$ cat config.mk
export PLATFORM = sky130hd
export DESIGN_NAME = overflow_event_timer
export DESIGN_NICKNAME = d
export VERILOG_FILES = /design/src/rtl/overflow_event_timer.sv
export SDC_FILE = /design/constraint.sdc
export NUM_CORES = 1
export LEC_CHECK = 0
export BUFFER_PORTS_ARGS = -buffer_cell sky130_fd_sc_hd__buf_2
export CAP_MARGIN = 25
export CORE_MARGIN = 5
export CORE_UTILIZATION = 53
export CTS_CLUSTER_DIAMETER = 50
export DETAILED_ROUTE_END_ITERATION = 7
export MAX_ROUTING_LAYER = met4
export PLACE_DENSITY = 0.89
export SLEW_MARGIN = 20
export SYNTH_ARGS = -nofsm -noshare
export SYNTH_HDL_FRONTEND = slang
export SYNTH_SLANG_ARGS = --single-unit
$ cat constraint.sdc
create_clock -name clk_i -period 2.4 [get_ports clk_i]
set_input_delay 0.24 -clock clk_i [delete_from_list [all_inputs] [get_ports clk_i]]
set_output_delay 0.24 -clock clk_i [all_outputs]
set_load 0.05 [all_outputs]
$ cat src/rtl/overflow_event_timer.sv
// rtl/overflow_event_timer.sv - one-shot timeout timer driven by upstream overflow ticks
// Optional auto-reload mode is enabled with `define TIMER_AUTO_RELOAD_EN.
module overflow_event_timer #(
  parameter int TMR_W  = 8,
  parameter int MISS_W = 4
) (
  input  logic              clk_i,
  input  logic              rst_i,
  input  logic              tick_i,
  input  logic              start_i,
  input  logic              stop_i,
  input  logic              ack_i,
`ifdef TIMER_AUTO_RELOAD_EN
  input  logic              auto_reload_i,
`endif
  input  logic [TMR_W-1:0]  period_i,
  output logic              busy_o,
  output logic              done_o,
  output logic              expire_o,
  output logic              err_o,
  output logic [TMR_W-1:0]  remaining_o,
  output logic [MISS_W-1:0] miss_cnt_o
);

  typedef enum logic [1:0] {S_IDLE, S_RUN, S_DONE} state_t;

  state_t              state_q, state_d;
  logic [TMR_W-1:0]    rem_q, rem_d;
  logic [MISS_W-1:0]   miss_q, miss_d;
  logic                expire_q, expire_d;
  logic                err_q, err_d;
  logic                load;

`ifdef TIMER_AUTO_RELOAD_EN
  logic [TMR_W-1:0]    per_q;
  logic                auto_q;
`endif

  always_comb begin
    state_d  = state_q;
    rem_d    = rem_q;
    miss_d   = miss_q;
    expire_d = 1'b0;
    err_d    = 1'b0;
    load     = 1'b0;
    case (state_q)
      S_IDLE: begin
        if (start_i) begin
          if (period_i != '0) begin
            state_d = S_RUN;
            rem_d   = period_i;
            miss_d  = '0;
            load    = 1'b1;
          end else begin
            err_d = 1'b1;
          end
        end
      end
      S_RUN: begin
        if (stop_i) begin
          state_d = S_IDLE;
          rem_d   = '0;
        end else if (start_i) begin
          // A restart swallows any tick arriving in the same cycle.
          if (period_i != '0) begin
            rem_d = period_i;
            load  = 1'b1;
          end else begin
            state_d = S_IDLE;
            rem_d   = '0;
            err_d   = 1'b1;
          end
        end else if (tick_i) begin
          if (rem_q != TMR_W'(1)) begin
            rem_d = rem_q - TMR_W'(1);
          end else begin
            expire_d = 1'b1;
`ifdef TIMER_AUTO_RELOAD_EN
            if (auto_q) begin
              rem_d = per_q;
            end else begin
              rem_d   = '0;
              state_d = S_DONE;
            end
`else
            rem_d   = '0;
            state_d = S_DONE;
`endif
          end
        end
      end
      S_DONE: begin
        if (start_i && (period_i != '0)) begin
          state_d = S_RUN;
          rem_d   = period_i;
          miss_d  = '0;
          load    = 1'b1;
        end else begin
          // A rejected start still lets ack/stop/tick take effect this cycle.
          err_d = start_i;
          if (tick_i && (miss_q != '1)) begin
            miss_d = miss_q + MISS_W'(1);
          end
          if (ack_i || stop_i) begin
            state_d = S_IDLE;
          end
        end
      end
      default: state_d = S_IDLE;
    endcase
  end

  always_ff @(posedge clk_i) begin
    if (rst_i) begin
      state_q  <= S_IDLE;
      rem_q    <= '0;
      miss_q   <= '0;
      expire_q <= 1'b0;
      err_q    <= 1'b0;
    end else begin
      state_q  <= state_d;
      rem_q    <= rem_d;
      miss_q   <= miss_d;
      expire_q <= expire_d;
      err_q    <= err_d;
    end
  end

`ifdef TIMER_AUTO_RELOAD_EN
  always_ff @(posedge clk_i) begin
    if (rst_i) begin
      per_q  <= '0;
      auto_q <= 1'b0;
    end else if (load) begin
      per_q  <= period_i;
      auto_q <= auto_reload_i;
    end
  end
`else
  logic unused_load;
  assign unused_load = load;
`endif

  assign busy_o      = (state_q == S_RUN);
  assign done_o      = (state_q == S_DONE);
  assign expire_o    = expire_q;
  assign err_o       = err_q;
  assign remaining_o = rem_q;
  assign miss_cnt_o  = miss_q;

endmodule

# Word level (Yosys, flattened, before mapping)
# Cells that the tools add are included.
# word_totals
inputBits,14
regBits,16
word_cells,62
# classes
n_reduce_logical,11
n_eq_ne,12
bitwise,2
addsub,2
n_mux,30
# op_table
operator,n
$mux 8,8
$pmux 8 s3,1
$mux 2,9
$mux 4,4
$ne 4x4->1 const B,4
$ne 8x1->1 const B,1
$pmux 4 s2,1
$reduce_bool 8->1,1
$sub 8x1->8 const B,1
$ne 3x1->1 const B,2
$pmux 2 s3,1
$reduce_and 6->1,1
$mux 1,5
$reduce_and 5->1,1
$reduce_or 5->1,1
$add 4x1->4 const B,1
$ne 2x2->1 const B,2
$reduce_and 4->1,1
$pmux 1 s3,1
$reduce_bool 3->1,1
$eq 2x1->1 const B,1
$eq 2x2->1 const B,1
$logic_and 1x1->1,2
$logic_not 2->1,1
other kinds (4),5

# Depth between registers and ports, before layout
# logic_depth
depth_word,6
mapped_depth,6
depth_no_buf,6

# Worst setup path before layout
# No wires, ideal clock.
# synth_path
path_type,reg2reg
from,reg state_q[1]
to,reg miss_q[3] (netlist: miss_cnt_o[3])
path_stages_with_launch,5
arrival_time_ns,2.073
path_slack_ns,0.242
required_time_ns,2.314
period_less_slack_ns,2.158
cell_sequence,dfxtp_1 > nor2b_1 > nand3_1 > or3_1 > a211oi_1
# synth_via
elab_chain_cells,3
elab_cells_between_ends,8
classes_between,4 x eq/ne; 1 x mux; 3 x reduce/logical
# synth_lines
item,line_no,source
from (decl),27,"state_t state_q, state_d;"
from (signal assigned),121,state_q <= state_d;
$eq 2x2->1 (*),-,
net done_o,18,"output logic done_o,"
$ne 3x1->1 (no line) or $reduce_bool 2->1 (tied branches),-,
$reduce_and 4->1 (no line),-,
to (signal assigned),123,miss_q <= miss_d;
to (decl),29,"logic [MISS_W-1:0] miss_q, miss_d;"
# Mark *: on every way through the listed nets, which the timed path passes. The rest lies on a longest branch.
# A chain may end at the register's enable or synchronous reset.

# Worst setup path after layout
# layout_path
from,reg rem_q[1] (netlist: remaining_o[1])
to,reg rem_q[0] (netlist: remaining_o[0])
# layout_via
elab_chain_cells,6
# layout_lines
item,line_no,source
from (decl),28,"logic [TMR_W-1:0] rem_q, rem_d;"
from (signal assigned),122,rem_q <= rem_d;
$ne 8x1->1,74,if (rem_q != TMR_W'(1)) begin
$mux 8,74,
$mux 8,73,end else if (tick_i) begin
$mux 8,63,end else if (start_i) begin
$mux 8,60,if (stop_i) begin
$pmux 8 s3,46,case (state_q)
# Every way passes these cells. The select of a mux whose other input is x is not followed.

==> out/metrics.csv <==
stage,metric,value,unit
detailed_routing,wl_per_cell,16.5,µm
cells_and_area,n_antenna_cell,0,
sta,tns,0,ps
sta,slew_headroom,57.6,%
sta,clock_skew,4.38,ps
clock_tree,clkLatencyLatePin,280,ps
sta,tightest_slew,634,ps
placement,routabilityCongestion,0.912,
detailed_routing,wl,2.81,mm
synthesis,yosysTopAreaCell,dfxtp_1,
grt,antenna_found_initial,0,
worst_setup_path,r2r-end,remaining_o[0],
detailed_routing,avgViaCountPerCell,6.58,
clock_tree,post-cts-setup-buffers,0,
synthesis,synth_common_cells,"16 x dfxtp_1, 10 x nand2_1, 8 x nor2_1",
cells_and_area,layout.nets,164,
worst_hold_path,hp-start,ack_i,
sta,fmax,523,MHz
sta,rsz0062_at_grt,no,
sta,setup_viol_count_final,0,
placement,dpl.hpwl,2.16,mm
clock_tree,htree_levels,1,
cells_and_area,syn_to_final_growth,19.7,%
power,powerDensity,558,nW/µm²
worst_setup_path,arrival,2060,ps
cells_and_area,layout-drive-gt1-share,29.0,%
synthesis,synth-edff-count,0,
clock_tree,root_buffer,clkbuf_4,
sta,post-route-period-util,79.6,%
grt,grt_max_degree,16,
floorplanning,core,1750,µm²
cells_and_area,utilization,67.5,%
worst_setup_path,cp_slowest_stage_delay,540,ps
floorplanning,rows,15,
synthesis,synthesis.area,985,µm²
synthesis,synthTopCellsByArea,"dfxtp_1 33%, a22oi_1 3.8%, ha_1 3.8%",
clock_tree,cts_buffer_depth,2,
worst_hold_path,min_path_type,primary input to flop,
synthesis,synth.distinct_cells,40,
worst_setup_path,path_max_fanout,8,
clock_tree,cts_hold_buf,0,
synthesis,ys_seq_elements,16,
grt,grt_overflow,0,
worst_setup_path,ff2ff_path_depth,6,
worst_hold_path,hold_depth,3,
clock_tree,cts.sinks,16,
clock_tree,cts_resized,0,
worst_setup_path,critPathSlowestCell,nor3b_1,
floorplanning,pin_count,30,
grt,grt_pass1_vias,1120,
detailed_routing,ant_nets,0,
synthesis,syn_nets,130,
floorplanning,die_h,53.1,µm
worst_setup_path,path_cells,inv_1 > ha_1 > nor3b_1 > a21oi_2 > a222oi_1 > a211oi_1,
power,power,0.657,mW
sta,finalHoldViolCount,0,
synthesis,synth_most_common_cell,dfxtp_1,
worst_setup_path,rr_startpoint,remaining_o[1],
sta,slew_violations,0,
grt,grt_first_pass_wirelength,4.95,mm
synthesis,yosysWarnings,0,
synthesis,async_flop_share,0,%
clock_tree,path_clk_slew,90,ps
detailed_routing,drc,0,
power,leakagePower,0.486,nW
detailed_routing,first_pass_iters,4,
power,vdd_drop_max,0.482,mV
synthesis,synth_top_area_share,32.5,%
detailed_routing,vias,1119,
placement,port_buffers,29,
detailed_routing,first_iter_violations,42,
worst_setup_path,crit_required,2550,ps
worst_hold_path,hold_end,state_q[1],
worst_setup_path,ff2ff_setup_slack,490,ps
floorplanning,die-area,2820,µm²
clock_tree,cts_buffers,3,
grt,track_usage,24.0,%
status,status,completed,
synthesis,ys_seq_area_share,32.5,%
synthesis,syn_inst,113,
job,cap_violations,0,
floorplanning,start_util,56.4,%
worst_setup_path,timing.critical_path.from_type,flop,
synthesis,synth-main-ff-cell,dfxtp_1,
synthesis,syn_area_per_cell,8.71,µm²
floorplanning,die_x,53.1,µm
worst_setup_path,critPathKind,flop to flop,
clock_tree,cts_tree,done,
worst_setup_path,critPathCaptureType,flop,
sta,finalCriticalPeriod,1910,ps
==> how the worst max path moves through the flow <==
stage | startpoint | to | slack (ps)
after floorplan | state_q[1] | miss_cnt_o[3] | 240
after global placement | period_i[0] | state_q[1] | 540
after detailed placement | period_i[0] | state_q[1] | 560
after CTS | remaining_o[1] | remaining_o[0] | 540
after global routing | remaining_o[1] | remaining_o[0] | 270
final | remaining_o[1] | remaining_o[0] | 490
==> worst max-delay path, delay by kind of cell (launching register included) <==
kind                       cells  cell delay [ps]
AOI/OAI and AO/OA              3              610
buffers and inverters          1              110
adders and majority gates      1              170
DFF                            1              350
and+or+nand+nor                1              540
==> cell usage in the layout (no fill, tap or decap), drive strengths merged <==
cell	instances
nor2b	3
nand2	10
nor2	8
nor3b	2
nand3	6
a32oi	4
and3	1
nor4	5
o32ai	4
or4	3
a21oi	3
a311oi	2
and2b	1
xor2	2
a211oi	3
or4b	2
a21o	1
or3	1
a221o	1
a21boi	1
o31a	1
a21bo	1
a222oi	1
dfxtp	16
o21ai	4
clkbuf	3
buf	30
a221oi	2
nand4bb	1
nand4	2
and4	1
o31ai	1
nor3	5
a22oi	5
inv	6
ha	3
==> cell type report <==
class                   instances  area (µm²)
flip-flops and latches         16         320
clock buffers                   3        22.5
well taps                      25        31.3
repair buffers                 30         153
fillers                       143         567
multi-input cells              90         629
inverters                       6        22.5
==> metal layers <==
metal	part of all wire, %	track usage, %
met5	0	-
met4	2.0	10.6
met3	9.8	3.66
met2	46	37.6
met1	42	30.4
==> per-stage QoR <==
step	hold slack, ps	std cells	setup slack (ps)	area, µm²
floorplan	359	113	242	985
global placement	483	167	541	1160
detailed placement	499	167	559	1160
CTS	268	170	539	1180
global route	287	170	265	1180
finish	271	170	489	1180
==> logic make-up (layout without fill, tap and decap cells) <==
logic type	Yosys count	in the layout	share of synthesized area, %
buf+inv	7	39	3.56
flops	16	16	32.5
fa+ha+maj	3	3	3.81
xor+xnor	2	2	1.78
compound gates	34	34	28.3
simple gates	51	51	30.0
==> report_power, final <==
part / switching [mW] / leakage (nW) / internal (mW) / total, mW
Sequential: 0.0202 / 0.131 / 0.280 / 0.300
Combinational: 0.149 / 0.341 / 0.0700 / 0.219
Clock: 0.0791 / 0.0138 / 0.0582 / 0.137
Total: 0.249 / 0.486 / 0.408 / 0.657
==> sequential cells by signal, indices dropped and copies added (netlist names) <==
signal and flops:
remaining_o 8, state_q 2, err_o 1, miss_cnt_o 4, expire_o 1
No activity file was read; power rests on OpenSTA's default activity.
